==> config.mk <==
export PLATFORM = sky130hd
export DESIGN_NAME = mips_mc_control_flat
export DESIGN_NICKNAME = d
export VERILOG_FILES = /design/src/rtl/mips_mc_control_if.sv /design/src/rtl/mips_mc_control.sv /design/src/flat_wrapper.sv
export SDC_FILE = /design/constraint.sdc
export NUM_CORES = 1
export LEC_CHECK = 0
export ABC_AREA = 1
export CORE_AREA = 4 4 45 47
export CTS_CLUSTER_SIZE = 14
export DETAILED_ROUTE_END_ITERATION = 7
export DIE_AREA = 0 0 49 51
export PLACE_DENSITY_LB_ADDON = 0.2
export REMOVE_ABC_BUFFERS = 1
export SYNTH_ARGS = -nofsm -noshare
export SYNTH_HDL_FRONTEND = slang
export SYNTH_SLANG_ARGS = --single-unit
==> constraint.sdc <==
create_clock -name clk -period 3 [get_ports clk]
set_input_delay 0.3 -clock clk [delete_from_list [all_inputs] [get_ports clk]]
set_output_delay 0.3 -clock clk [all_outputs]
set_load 0.05 [all_outputs]
==> src/rtl/mips_mc_control_if.sv <==
// Control <-> datapath/memory bundle for the multi-cycle MIPS main controller.
// The controller is the master; the datapath and memory form the slave side.
interface mips_mc_control_if;
  logic [5:0] opcode;
  logic [5:0] funct;
  logic       zero;
  logic       mem_ready;
  logic       mem_read;
  logic       mem_write;
  logic       i_or_d;
  logic       ir_write;
  logic       reg_write;
  logic       reg_dst;
  logic       mem_to_reg;
  logic       alu_src_a;
  logic [1:0] alu_src_b;
  logic [3:0] alu_op;
  logic [1:0] pc_src;
  logic       pc_en;
  logic       illegal_instr;
  logic [3:0] state;

  modport master (
    input  opcode, funct, zero, mem_ready,
    output mem_read, mem_write, i_or_d, ir_write, reg_write, reg_dst,
           mem_to_reg, alu_src_a, alu_src_b, alu_op, pc_src, pc_en,
           illegal_instr, state
  );

  modport slave (
    output opcode, funct, zero, mem_ready,
    input  mem_read, mem_write, i_or_d, ir_write, reg_write, reg_dst,
           mem_to_reg, alu_src_a, alu_src_b, alu_op, pc_src, pc_en,
           illegal_instr, state
  );
endinterface

==> src/rtl/mips_mc_control.sv <==
// Multi-cycle MIPS main control FSM: registered state, outputs decoded from the
// current state plus same-cycle mem_ready/zero.
module mips_mc_control (
  input  logic                clk,
  input  logic                rst_n,
  mips_mc_control_if.master   bus
);
  typedef enum logic [3:0] {
    FETCH   = 4'd0,  DECODE  = 4'd1,  MEMADR  = 4'd2,  MEMRD   = 4'd3,
    MEMWB   = 4'd4,  MEMWR   = 4'd5,  RTYPEEX = 4'd6,  RTYPEWB = 4'd7,
    BEQEX   = 4'd8,  ADDIEX  = 4'd9,  ADDIWB  = 4'd10, JEX     = 4'd11
  } state_t;

  localparam logic [3:0] ALU_ADD = 4'b0010;
  localparam logic [3:0] ALU_SUB = 4'b0110;
  localparam logic [3:0] ALU_AND = 4'b0000;
  localparam logic [3:0] ALU_OR  = 4'b0001;

  localparam logic [5:0] OP_RTYPE = 6'b000000;
  localparam logic [5:0] OP_J     = 6'b000010;
  localparam logic [5:0] OP_BEQ   = 6'b000100;
  localparam logic [5:0] OP_ADDI  = 6'b001000;
  localparam logic [5:0] OP_LW    = 6'b100011;
  localparam logic [5:0] OP_SW    = 6'b101011;

  state_t     r_state;
  state_t     w_next;
  logic       w_funct_ok;
  logic [3:0] w_rtype_op;

  logic       w_mem_read, w_mem_write, w_i_or_d, w_ir_write, w_reg_write;
  logic       w_reg_dst, w_mem_to_reg, w_alu_src_a, w_pc_en, w_illegal;
  logic [1:0] w_alu_src_b, w_pc_src;
  logic [3:0] w_alu_op;

  always_comb begin
    w_funct_ok = 1'b1;
    w_rtype_op = ALU_ADD;
    case (bus.funct)
      6'b100000: w_rtype_op = ALU_ADD;
      6'b100010: w_rtype_op = ALU_SUB;
      6'b100100: w_rtype_op = ALU_AND;
      6'b100101: w_rtype_op = ALU_OR;
      default:   w_funct_ok = 1'b0;
    endcase
  end

  // NOTE: every output gets a default before the case so no path leaves a
  // signal unassigned, which would otherwise infer a latch.
  always_comb begin
    w_next      = FETCH;
    w_mem_read  = 1'b0;
    w_mem_write = 1'b0;
    w_i_or_d    = 1'b0;
    w_ir_write  = 1'b0;
    w_reg_write = 1'b0;
    w_reg_dst   = 1'b0;
    w_mem_to_reg = 1'b0;
    w_alu_src_a = 1'b0;
    w_alu_src_b = 2'b00;
    w_alu_op    = ALU_ADD;
    w_pc_src    = 2'b00;
    w_pc_en     = 1'b0;
    w_illegal   = 1'b0;
    case (r_state)
      FETCH: begin
        w_mem_read  = 1'b1;
        w_alu_src_b = 2'b01;
        w_ir_write  = bus.mem_ready;
        w_pc_en     = bus.mem_ready;
        w_next      = bus.mem_ready ? DECODE : FETCH;
      end
      DECODE: begin
        w_alu_src_b = 2'b11;
        case (bus.opcode)
          OP_LW, OP_SW: w_next = MEMADR;
          OP_BEQ:       w_next = BEQEX;
          OP_ADDI:      w_next = ADDIEX;
          OP_J:         w_next = JEX;
          OP_RTYPE: begin
            w_next    = w_funct_ok ? RTYPEEX : FETCH;
            w_illegal = ~w_funct_ok;
          end
          default:      w_illegal = 1'b1;
        endcase
      end
      MEMADR: begin
        w_alu_src_a = 1'b1;
        w_alu_src_b = 2'b10;
        w_next      = (bus.opcode == OP_LW) ? MEMRD : MEMWR;
      end
      MEMRD: begin
        w_i_or_d   = 1'b1;
        w_mem_read = 1'b1;
        w_next     = bus.mem_ready ? MEMWB : MEMRD;
      end
      MEMWB: begin
        w_mem_to_reg = 1'b1;
        w_reg_write  = 1'b1;
      end
      MEMWR: begin
        w_i_or_d    = 1'b1;
        w_mem_write = 1'b1;
        w_next      = bus.mem_ready ? FETCH : MEMWR;
      end
      RTYPEEX: begin
        w_alu_src_a = 1'b1;
        w_alu_op    = w_rtype_op;
        w_next      = RTYPEWB;
      end
      RTYPEWB: begin
        w_reg_dst   = 1'b1;
        w_reg_write = 1'b1;
      end
      BEQEX: begin
        w_alu_src_a = 1'b1;
        w_alu_op    = ALU_SUB;
        w_pc_src    = 2'b01;
        w_pc_en     = bus.zero;
      end
      ADDIEX: begin
        w_alu_src_a = 1'b1;
        w_alu_src_b = 2'b10;
        w_next      = ADDIWB;
      end
      ADDIWB:  w_reg_write = 1'b1;
      JEX: begin
        w_pc_src = 2'b10;
        w_pc_en  = 1'b1;
      end
      default: w_next = FETCH;
    endcase
  end

  // NOTE: sequential state uses non-blocking assignment so every flop samples
  // pre-edge values regardless of block ordering.
  always_ff @(posedge clk or negedge rst_n) begin
    if (!rst_n) r_state <= FETCH;
    else        r_state <= w_next;
  end

  // Side-effecting strobes are gated by rst_n so an asserted reset aborts any
  // write or PC/IR load at once, before the state register is even observed.
  assign bus.ir_write      = w_ir_write  & rst_n;
  assign bus.pc_en         = w_pc_en     & rst_n;
  assign bus.reg_write     = w_reg_write & rst_n;
  assign bus.mem_write     = w_mem_write & rst_n;
  assign bus.illegal_instr = w_illegal   & rst_n;

  assign bus.mem_read   = w_mem_read;
  assign bus.i_or_d     = w_i_or_d;
  assign bus.reg_dst    = w_reg_dst;
  assign bus.mem_to_reg = w_mem_to_reg;
  assign bus.alu_src_a  = w_alu_src_a;
  assign bus.alu_src_b  = w_alu_src_b;
  assign bus.alu_op     = w_alu_op;
  assign bus.pc_src     = w_pc_src;
  assign bus.state      = r_state;
endmodule

==> src/flat_wrapper.sv <==
// flat-port wrapper written by rule: the top's interface ports become plain ports
module mips_mc_control_flat 
  (clk, rst_n, bus_opcode, bus_funct, bus_zero, bus_mem_ready, bus_mem_read, bus_mem_write, bus_i_or_d, bus_ir_write, bus_reg_write, bus_reg_dst, bus_mem_to_reg, bus_alu_src_a, bus_alu_src_b, bus_alu_op, bus_pc_src, bus_pc_en, bus_illegal_instr, bus_state);
  mips_mc_control_if bus_i ();
  input  logic clk;
  input  logic rst_n;
  input wire logic [$bits(bus_i.opcode)-1:0] bus_opcode;
  input wire logic [$bits(bus_i.funct)-1:0] bus_funct;
  input wire logic [$bits(bus_i.zero)-1:0] bus_zero;
  input wire logic [$bits(bus_i.mem_ready)-1:0] bus_mem_ready;
  output wire logic [$bits(bus_i.mem_read)-1:0] bus_mem_read;
  output wire logic [$bits(bus_i.mem_write)-1:0] bus_mem_write;
  output wire logic [$bits(bus_i.i_or_d)-1:0] bus_i_or_d;
  output wire logic [$bits(bus_i.ir_write)-1:0] bus_ir_write;
  output wire logic [$bits(bus_i.reg_write)-1:0] bus_reg_write;
  output wire logic [$bits(bus_i.reg_dst)-1:0] bus_reg_dst;
  output wire logic [$bits(bus_i.mem_to_reg)-1:0] bus_mem_to_reg;
  output wire logic [$bits(bus_i.alu_src_a)-1:0] bus_alu_src_a;
  output wire logic [$bits(bus_i.alu_src_b)-1:0] bus_alu_src_b;
  output wire logic [$bits(bus_i.alu_op)-1:0] bus_alu_op;
  output wire logic [$bits(bus_i.pc_src)-1:0] bus_pc_src;
  output wire logic [$bits(bus_i.pc_en)-1:0] bus_pc_en;
  output wire logic [$bits(bus_i.illegal_instr)-1:0] bus_illegal_instr;
  output wire logic [$bits(bus_i.state)-1:0] bus_state;
  assign bus_i.opcode = bus_opcode;
  assign bus_i.funct = bus_funct;
  assign bus_i.zero = bus_zero;
  assign bus_i.mem_ready = bus_mem_ready;
  assign bus_mem_read = bus_i.mem_read;
  assign bus_mem_write = bus_i.mem_write;
  assign bus_i_or_d = bus_i.i_or_d;
  assign bus_ir_write = bus_i.ir_write;
  assign bus_reg_write = bus_i.reg_write;
  assign bus_reg_dst = bus_i.reg_dst;
  assign bus_mem_to_reg = bus_i.mem_to_reg;
  assign bus_alu_src_a = bus_i.alu_src_a;
  assign bus_alu_src_b = bus_i.alu_src_b;
  assign bus_alu_op = bus_i.alu_op;
  assign bus_pc_src = bus_i.pc_src;
  assign bus_pc_en = bus_i.pc_en;
  assign bus_illegal_instr = bus_i.illegal_instr;
  assign bus_state = bus_i.state;
  mips_mc_control u_core (.clk(clk), .rst_n(rst_n), .bus(bus_i));
endmodule
==> Yosys cells after proc, flatten, opt, wreduce, memory -nomap -nowiden <==
Index checks and enable logic that the tools add are counted.
{ "word_totals": {"register_bits": 4, "in_bits": 16, "output_inout_bits": 22, "word_cells": 60} }
{ "op_classes": {"eq_ne": 20, "muxes": 23, "bitwise": 6, "n_reduce_logical": 10} }
{ "ops": {"columns": ["op", "count"], "rows": [
  ["6-bit equality test (second input constant)", 6],
  ["4-bit case mux with 7 select lines", 1],
  ["4-bit case mux with 5 select lines", 1],
  ["4-bit by 3-bit equality test with 1-bit output (second input constant)", 4],
  ["4-bit equality test (second input constant)", 4],
  ["3-bit 2-to-1 mux", 4],
  ["1-bit 2-to-1 mux", 11],
  ["3-bit case mux with 3 select lines", 1],
  ["4-bit by 2-bit equality test with 1-bit output (second input constant)", 2],
  ["2-bit OR reduction", 4],
  ["4-bit OR reduction", 2],
  ["6-bit by 2-bit equality test with 1-bit output (second input constant)", 1],
  ["6-bit by 3-bit equality test with 1-bit output (second input constant)", 1],
  ["6-bit by 4-bit equality test with 1-bit output (second input constant)", 1],
  ["6-bit zero test", 1],
  ["2-bit case mux with 3 select lines", 1],
  ["3-bit case mux with 2 select lines", 1],
  ["1-bit bitwise AND", 5],
  ["5-bit OR reduction", 1],
  ["4-bit by 1-bit equality test with 1-bit output (second input constant)", 1],
  ["4-bit zero test", 1],
  ["2-bit case mux with 2 select lines", 1],
  ["1-bit case mux with 3 select lines", 1],
  ["3-bit OR reduction", 1],
  ["2 further kinds", 2]
]} }

==> Logic depth before layout (Yosys ltp) <==
{ "depth": {"ltp_word": 7, "depth_mapped": 9, "mapped_depth_nobuf": 9} }

==> Worst setup path before layout <==
No wires, ideal clock.
{ "synth_path": {"path_kind": "reg2out", "start": "register u_core.r_state[3], in the netlist u_core.bus.state[3]", "end": "output port bus_pc_en", "t_arrival_ps": 2588, "required_ps": 2700, "slack_ps": 112, "path_stages_with_launch": 5, "n_path_buf": 0, "path_cell_list": "dfrtp_1 > nand2_1 > nor2_1 > inv_1 > a31oi_1"} }
{ "synth_via": {"elab_chain_len": 3, "word_cells_on_any_way": 5, "cone_classes": "eq/ne: 2; mux: 1; bitwise: 1; reduce/logical: 1"} }
{ "synth_rtl": {"columns": ["element", "line", "rtl"], "rows": [
  ["start, declared", "mips_mc_control.sv:26", "state_t r_state;"],
  ["start signal, assigned", "mips_mc_control.sv:139", "else r_state <= w_next;"],
  ["4-bit equality test or 4-bit zero test (tied branches)", "mips_mc_control.sv:65", "case (r_state)"],
  ["1-bit case mux with 3 select lines *", "mips_mc_control.sv:65", null],
  ["1-bit bitwise AND *", "mips_mc_control.sv:145", "assign bus.pc_en = w_pc_en & rst_n;"],
  ["end, declared", "flat_wrapper.sv:22", "output wire logic [$bits(bus_i.pc_en)-1:0] bus_pc_en;"]
]} }
Mark *: on every way between the ends. The rest lies on a longest branch, timed or not.

==> Worst setup path in the final report <==
{ "layout_path": {"start": "input port bus_opcode[0]", "end": "output port bus_illegal_instr"} }
{ "layout_via": {"elab_chain_len": 5, "word_cells_on_any_way": 10, "cone_classes": "eq/ne: 5; mux: 2; bitwise: 1; reduce/logical: 2"} }
{ "layout_rtl": {"columns": ["element", "line", "rtl"], "rows": [
  ["start, declared", "flat_wrapper.sv:7", "input wire logic [$bits(bus_i.opcode)-1:0] bus_opcode;"],
  ["6-bit equality test (tied with other cells)", "mips_mc_control.sv:75", "case (bus.opcode)"],
  ["5-bit OR reduction (no source line)", null, null],
  ["1-bit case mux with 2 select lines *", "mips_mc_control.sv:75", null],
  ["1-bit 2-to-1 mux *", "mips_mc_control.sv:65", null],
  ["1-bit bitwise AND *", "mips_mc_control.sv:148", "assign bus.illegal_instr = w_illegal & rst_n;"],
  ["end, declared", "flat_wrapper.sv:23", "output wire logic [$bits(bus_i.illegal_instr)-1:0] bus_illegal_instr;"]
]} }
Marked as above.

==> results.toml <==
[logic_synthesis]
post_synth_inst_count = 120
cell_taking_the_most_area_after_synthesis = "sky130_fd_sc_hd__inv_1"
synth.mux.area_fraction_pct = 0
synth.cells.most_frequent = "sky130_fd_sc_hd__inv_1, sky130_fd_sc_hd__nand2_1, sky130_fd_sc_hd__nor2_1"
largest_family_of_logic_cells_by_synthesized_area = "simple AND/OR/NAND/NOR gates"
synth-adder-area-share_pct = 0
synth_simple_gate_area_share_pct = 52.7
synth.yosys.warnings = 0
synth_xor_xnor_area_share_pct = 0
synth.lib_cells_used.distinct = 16
async_flop_share_pct = 100
leading_cell_types_by_total_area_after_synthesis = "sky130_fd_sc_hd__inv_1, sky130_fd_sc_hd__nand2_1, sky130_fd_sc_hd__dfrtp_1"
synth_top_area_share_pct = 20.3
avgSynthCellArea_sq_um = 4.94
synth_compound_gate_area_share_pct = 8.23
ys_ff_latch = 4
mappedNetlistArea_sq_um = 593
yosysMostFrequentCell = "sky130_fd_sc_hd__inv_1"
synth_seq_area_share_pct = 16.9
dominantRegCellSynth = "sky130_fd_sc_hd__dfrtp_1"
synth-edff-count = 0

[finish]
finish.cell_count_without_fillers = 175
drive_gt1_share_pct = 5.06
synthToLayoutAreaGrowth_pct = 66.9
number_of_flip_flops_in_the_largest_register = 4
num_antenna_cells = 0
nFillCells = 153
nets = 176
final_core_utilization_pct = 59.9

[critical_path]
rrSetupSlack_ns = 1.79
worst-path-max-fanout = 4
regToRegEndpoint = "u_core.bus.state[2]"
timing.rr.start = "u_core.bus.state[3]"
cp-end-kind = "output pin"
critPathArrivalTime_ns = 2.19
cp-start-kind = "input port"
setup.worst_path.class = "in -> out"
rr_worst_depth = 7
required_ns = 2.70

[timing]
timing.final.setup_violations = 0
max_slew_margin_pct = 65.9
finalClockSkew_ns = 0.00314
slew_violations = 0
min_period_over_period_pct = 82.9
setup_ws_ns = 0.513
grt_setup_unrepaired = "false"
max_clock_freq_mhz = 402
post-route-min-period_ns = 2.49
fin_tns_setup_ns = 0
transition_time_at_the_pin_with_the_least_slew_margin_ns = 0.510
final_hold_fails = 0

[pwr]
total_leakage_power_nw = 0.569
peakVddDrop_v = 0.000249
p_per_area_mw_per_mm2 = 367

[hold_path]
hp-class = "in -> async"

[place]
dpl.cell_count = 172
dpl.hpwl_um = 1540
dpl_worst_slack_ns = 0.532
count_of_input_and_output_buffers = 36
placer_s_final_routability_congestion_estimate = 0.864

[clocking]
numClockSinks = 4
clock_path_buffers = 2
cts_root_buffer = "sky130_fd_sc_hd__clkbuf_4"
clock_transition_at_the_registers_of_the_reported_paths_ns = 0.04
cts_inserted_buffers = 3
post-cts-setup-buffers = 0
htree_levels = 1
worstSkewPairLatency_ns = 0.23
post_cts_resized = 0
cts-hold-fix-buffers = 0
cts_tree = "built"

[die]
coreArea_sq_mm = 0.00165
floorplan.die_area_sq_mm = 0.00250
row_count = 15
initial_core_util_pct = 35.9
die-width_um = 49
floorplan.die.height_um = 51
io-pin-count = 38

[status]
outcome = "complete, no violations"

[global_routing]
largest_net_degree_at_the_start_of_global_routing = 8
grt_overflow = 0
grt.total_usage_pct = 14.2
global_route_wire_length_before_repair_um = 2880
grt_antenna_before_repair = 0
grt_pass1_vias = 720

[detailed_routing]
drtPass1Iterations = 4
antenna_violating_nets_post_route = 0
detail_route.iter0.violations = 13
via_count = 816
avgRoutedWirePerCell_um = 9.97
viasPerCell = 4.66
wl_um = 1750
drc_errors = 0

[flow_run]
max_cap_violations = 0
-- metrics by stage --
step,instance area [sq um],hold slack (ns),total power [mW]
2_1_floorplan,586,0.00441,0.215
3_3_place_gp,967,0.572,0.300
3_5_place_dp,967,0.575,0.301
4_1_cts,990,0.329,0.368
5_1_grt,990,0.339,0.389
6_report,990,0.326,0.363
-- worst max-delay path, stage by stage --
cell and delay, ns:
sky130_fd_sc_hd__clkdlybuf4s50_1 0.45, sky130_fd_sc_hd__nor2_1 0.23, sky130_fd_sc_hd__nand3_1 0.13, sky130_fd_sc_hd__inv_1 0.07
sky130_fd_sc_hd__nand2_1 0.05, sky130_fd_sc_hd__a21oi_1 0.15, sky130_fd_sc_hd__clkdlybuf4s50_1 0.82
-- how the worst max path moves through the flow --
| stage | from | slack, ns | end |
|---|---|---|---|
| floorplan | u_core.bus.state[3] | 0.11 | bus_pc_en |
| global placement | bus_opcode[3] | 0.55 | bus_illegal_instr |
| detailed placement | bus_opcode[1] | 0.53 | bus_illegal_instr |
| CTS | bus_opcode[1] | 0.52 | bus_illegal_instr |
| global route | bus_opcode[0] | 0.36 | bus_illegal_instr |
| finish | bus_opcode[0] | 0.51 | bus_illegal_instr |
-- cell families (layout without fill, tap and decap cells) --
kind of cell,Yosys count,count (layout)
AOI/OAI and AO/OA,9,9
buffers and inverters,33,71
DFF,4,4
other,1,1
and+or+nand+nor,73,73
-- power breakdown --
group | switching, mW | leakage (nW) | total (mW) | internal (mW)
registers | 0.00719 | 0.0541 | 0.0668 | 0.0596
clock network | 0.0196 | 0.0138 | 0.0642 | 0.0446
logic | 0.154 | 0.501 | 0.232 | 0.0780
-- metal layers --
layer | part of all wire [%] | GRT usage, % | vias to the layer above
li1 | - | - | 433
met1 | 39 | 14.4 | 358
met2 | 54 | 28.0 | 25
met3 | 7.0 | 3.79 | 0
met4 | 0 | 3.59 | 0
met5 | 0 | 0 | -
-- layout make-up --
cell class	instances	area (sq um)	share of cell area (%)
Clock buffer	3	22.5	2.28
Multi-Input combinational cell	83	365	36.9
Timing Repair Buffer	36	360	36.4
Tap cell	17	21.3	2.15
Sequential cell	4	100	10.1
Inverter	32	120	12.1
-- layout by cell type (no fill, tap or decap), drive strengths merged --
cell type,n
a31oi,1
o21ai,6
nor2,26
nand3,12
clkdlybuf4s50,36
nand4,2
o211ai,1
clkbuf,3
conb,1
nand2,32
a21oi,1
nor3,1
inv,32
dfrtp,4
(Power assumes the default switching activity.)
==> RTL change: new RTL, config.mk and constraints unchanged <==
Make the reset (`rst_n`) synchronous in one clocked block.
--- a/src/rtl/mips_mc_control.sv
+++ b/src/rtl/mips_mc_control.sv
@@ -134,7 +134,7 @@
 
   // NOTE: sequential state uses non-blocking assignment so every flop samples
   // pre-edge values regardless of block ordering.
-  always_ff @(posedge clk or negedge rst_n) begin
+  always_ff @(posedge clk) begin
     if (!rst_n) r_state <= FETCH;
     else        r_state <= w_next;
   end
Function: differs if rst_n is asserted again (counterexample within 4 cycles, from zero or initial values and one cycle with rst_n low); with rst_n held inactive, the same outputs for 10 cycles.
==> RTL change against the original RTL <==
- worst setup slack worse by 110 ps
- highest routed layer unchanged
- largest cell class unchanged
- sequential cell count stayed put
- clock skew is 3.1 ps higher
- wire length is 2.3% lower
- synthesized cell count is 4.2% lower
- cell area is 1.9% lower
- global-route usage is 0.49 points lower
- synthesized area is 3.2% lower
- worst hold slack better by 320 ps
Power is not compared: it rests on default switching activity, and its combinational part moved more than twofold at a synthesized area within 25%.
==> RTL change: results (changes against the original RTL) <==
stage,metric,value,unit,change
place,gp_congestion,0.872,,+0.90%
logic_synthesis,ys_types,21,,+5
global_route,grt_pass1_vias,758,,+5.3%
status,status,finished clean,,
place,pre_cts_ws,385,ps,-147 ps
logic_synthesis,synth_top_flop_cell,dfxtp_1,,
logic_synthesis,async_reset_ff_frac,0,,-1.00
setup_path,r2r_setup_slack,1810,ps,+20 ps
logic_synthesis,synth_top_cells_by_count,"29 x nand2_1, 23 x inv_1, 22 x nor2_1",,
global_route,grt_usage,0.137,,-0.00488
sta,finClkSkew,6.28,ps,+3.14 ps
cells_and_area,fill_cells,184,,+20%
cells_and_area,num-nets-final,171,,-2.8%
logic_synthesis,ys_seq_area_frac,0.139,,-0.0293
place,place_area,948,um2,-1.9%
drt,viasPerCell,4.73,,+1.4%
sta,maxSlewHeadroom,0.664,,+0.00454
global_route,grt_max_degree,7,,-1
hold_path,min_path_type,reg -> reg,,
global_route,met1_usage,0.137,,-0.00703
sta,fmax,385,MHz,-4.3%
place,placed_cells,167,,-2.9%
global_route,grt_pass1_wl,2820,um,-1.9%
drt,wl,1710,um,-2.3%
clock_tree,ctsRootBufferMaster,clkbuf_4,,
logic_synthesis,syn-instance-count,115,,-4.2%
logic_synthesis,netlist_top_cells_area,"nand2_1 19%, inv_1 15%, nor2_1 14%",,
sta,fin_hold_ws,644,ps,+318 ps
==> RTL change: final cells by class <==
| cell class | instances | area (um2) | share of cell area |
|---|---|---|---|
| Clock buffer | 3 | 22.5 | 0.0232 |
| Multi-Input combinational cell | 85 | 393 | 0.405 |
| Tap cell | 17 | 21.3 | 0.0219 |
| Sequential cell | 4 | 80.1 | 0.0825 |
| Timing Repair Buffer | 36 | 360 | 0.371 |
| Inverter | 25 | 93.8 | 0.0966 |
==> RTL change: kinds of logic after synthesis <==
logic type,count (synthesis),synth area share
other cells,1,0.00653
compound gates,13,0.124
simple gates,71,0.553
buf+inv,26,0.176
flops,4,0.139
==> RTL change: critical path: cells and delay by family <==
| kind | cells | cell delay, ps |
|---|---|---|
| compound gates | 1 | 150 |
| buf+inv | 2 | 1260 |
| simple gates | 3 | 580 |
==> RTL change: power by group through the flow <==
| stage | Clock (mW) | Sequential, mW | Combinational [mW] |
|---|---|---|---|
| after floorplan | 0 | 0.0608 | 0.0411 |
| after global placement | 0 | 0.0573 | 0.0813 |
| after detailed placement | 0 | 0.0574 | 0.0822 |
| after CTS | 0.0668 | 0.0566 | 0.0825 |
| after global routing | 0.0686 | 0.0568 | 0.0880 |
| final | 0.0645 | 0.0566 | 0.0820 |
==> RTL change: final timing paths <==
path | startpoint | end | depth (start not counted)
hold / removal | u_core.bus.state[0] | u_core.bus.state[3] | 2
setup / recovery | bus_opcode[2] | bus_illegal_instr | 6
hold reg to reg | u_core.bus.state[0] | u_core.bus.state[3] | 2
setup reg to reg | u_core.bus.state[3] | u_core.bus.state[1] | 8
==> RTL change: layer usage <==
metal	wire, um	part of all wire
met5	0	0
met4	0	0
met1	676	0.40
met2	911	0.53
met3	117	0.069
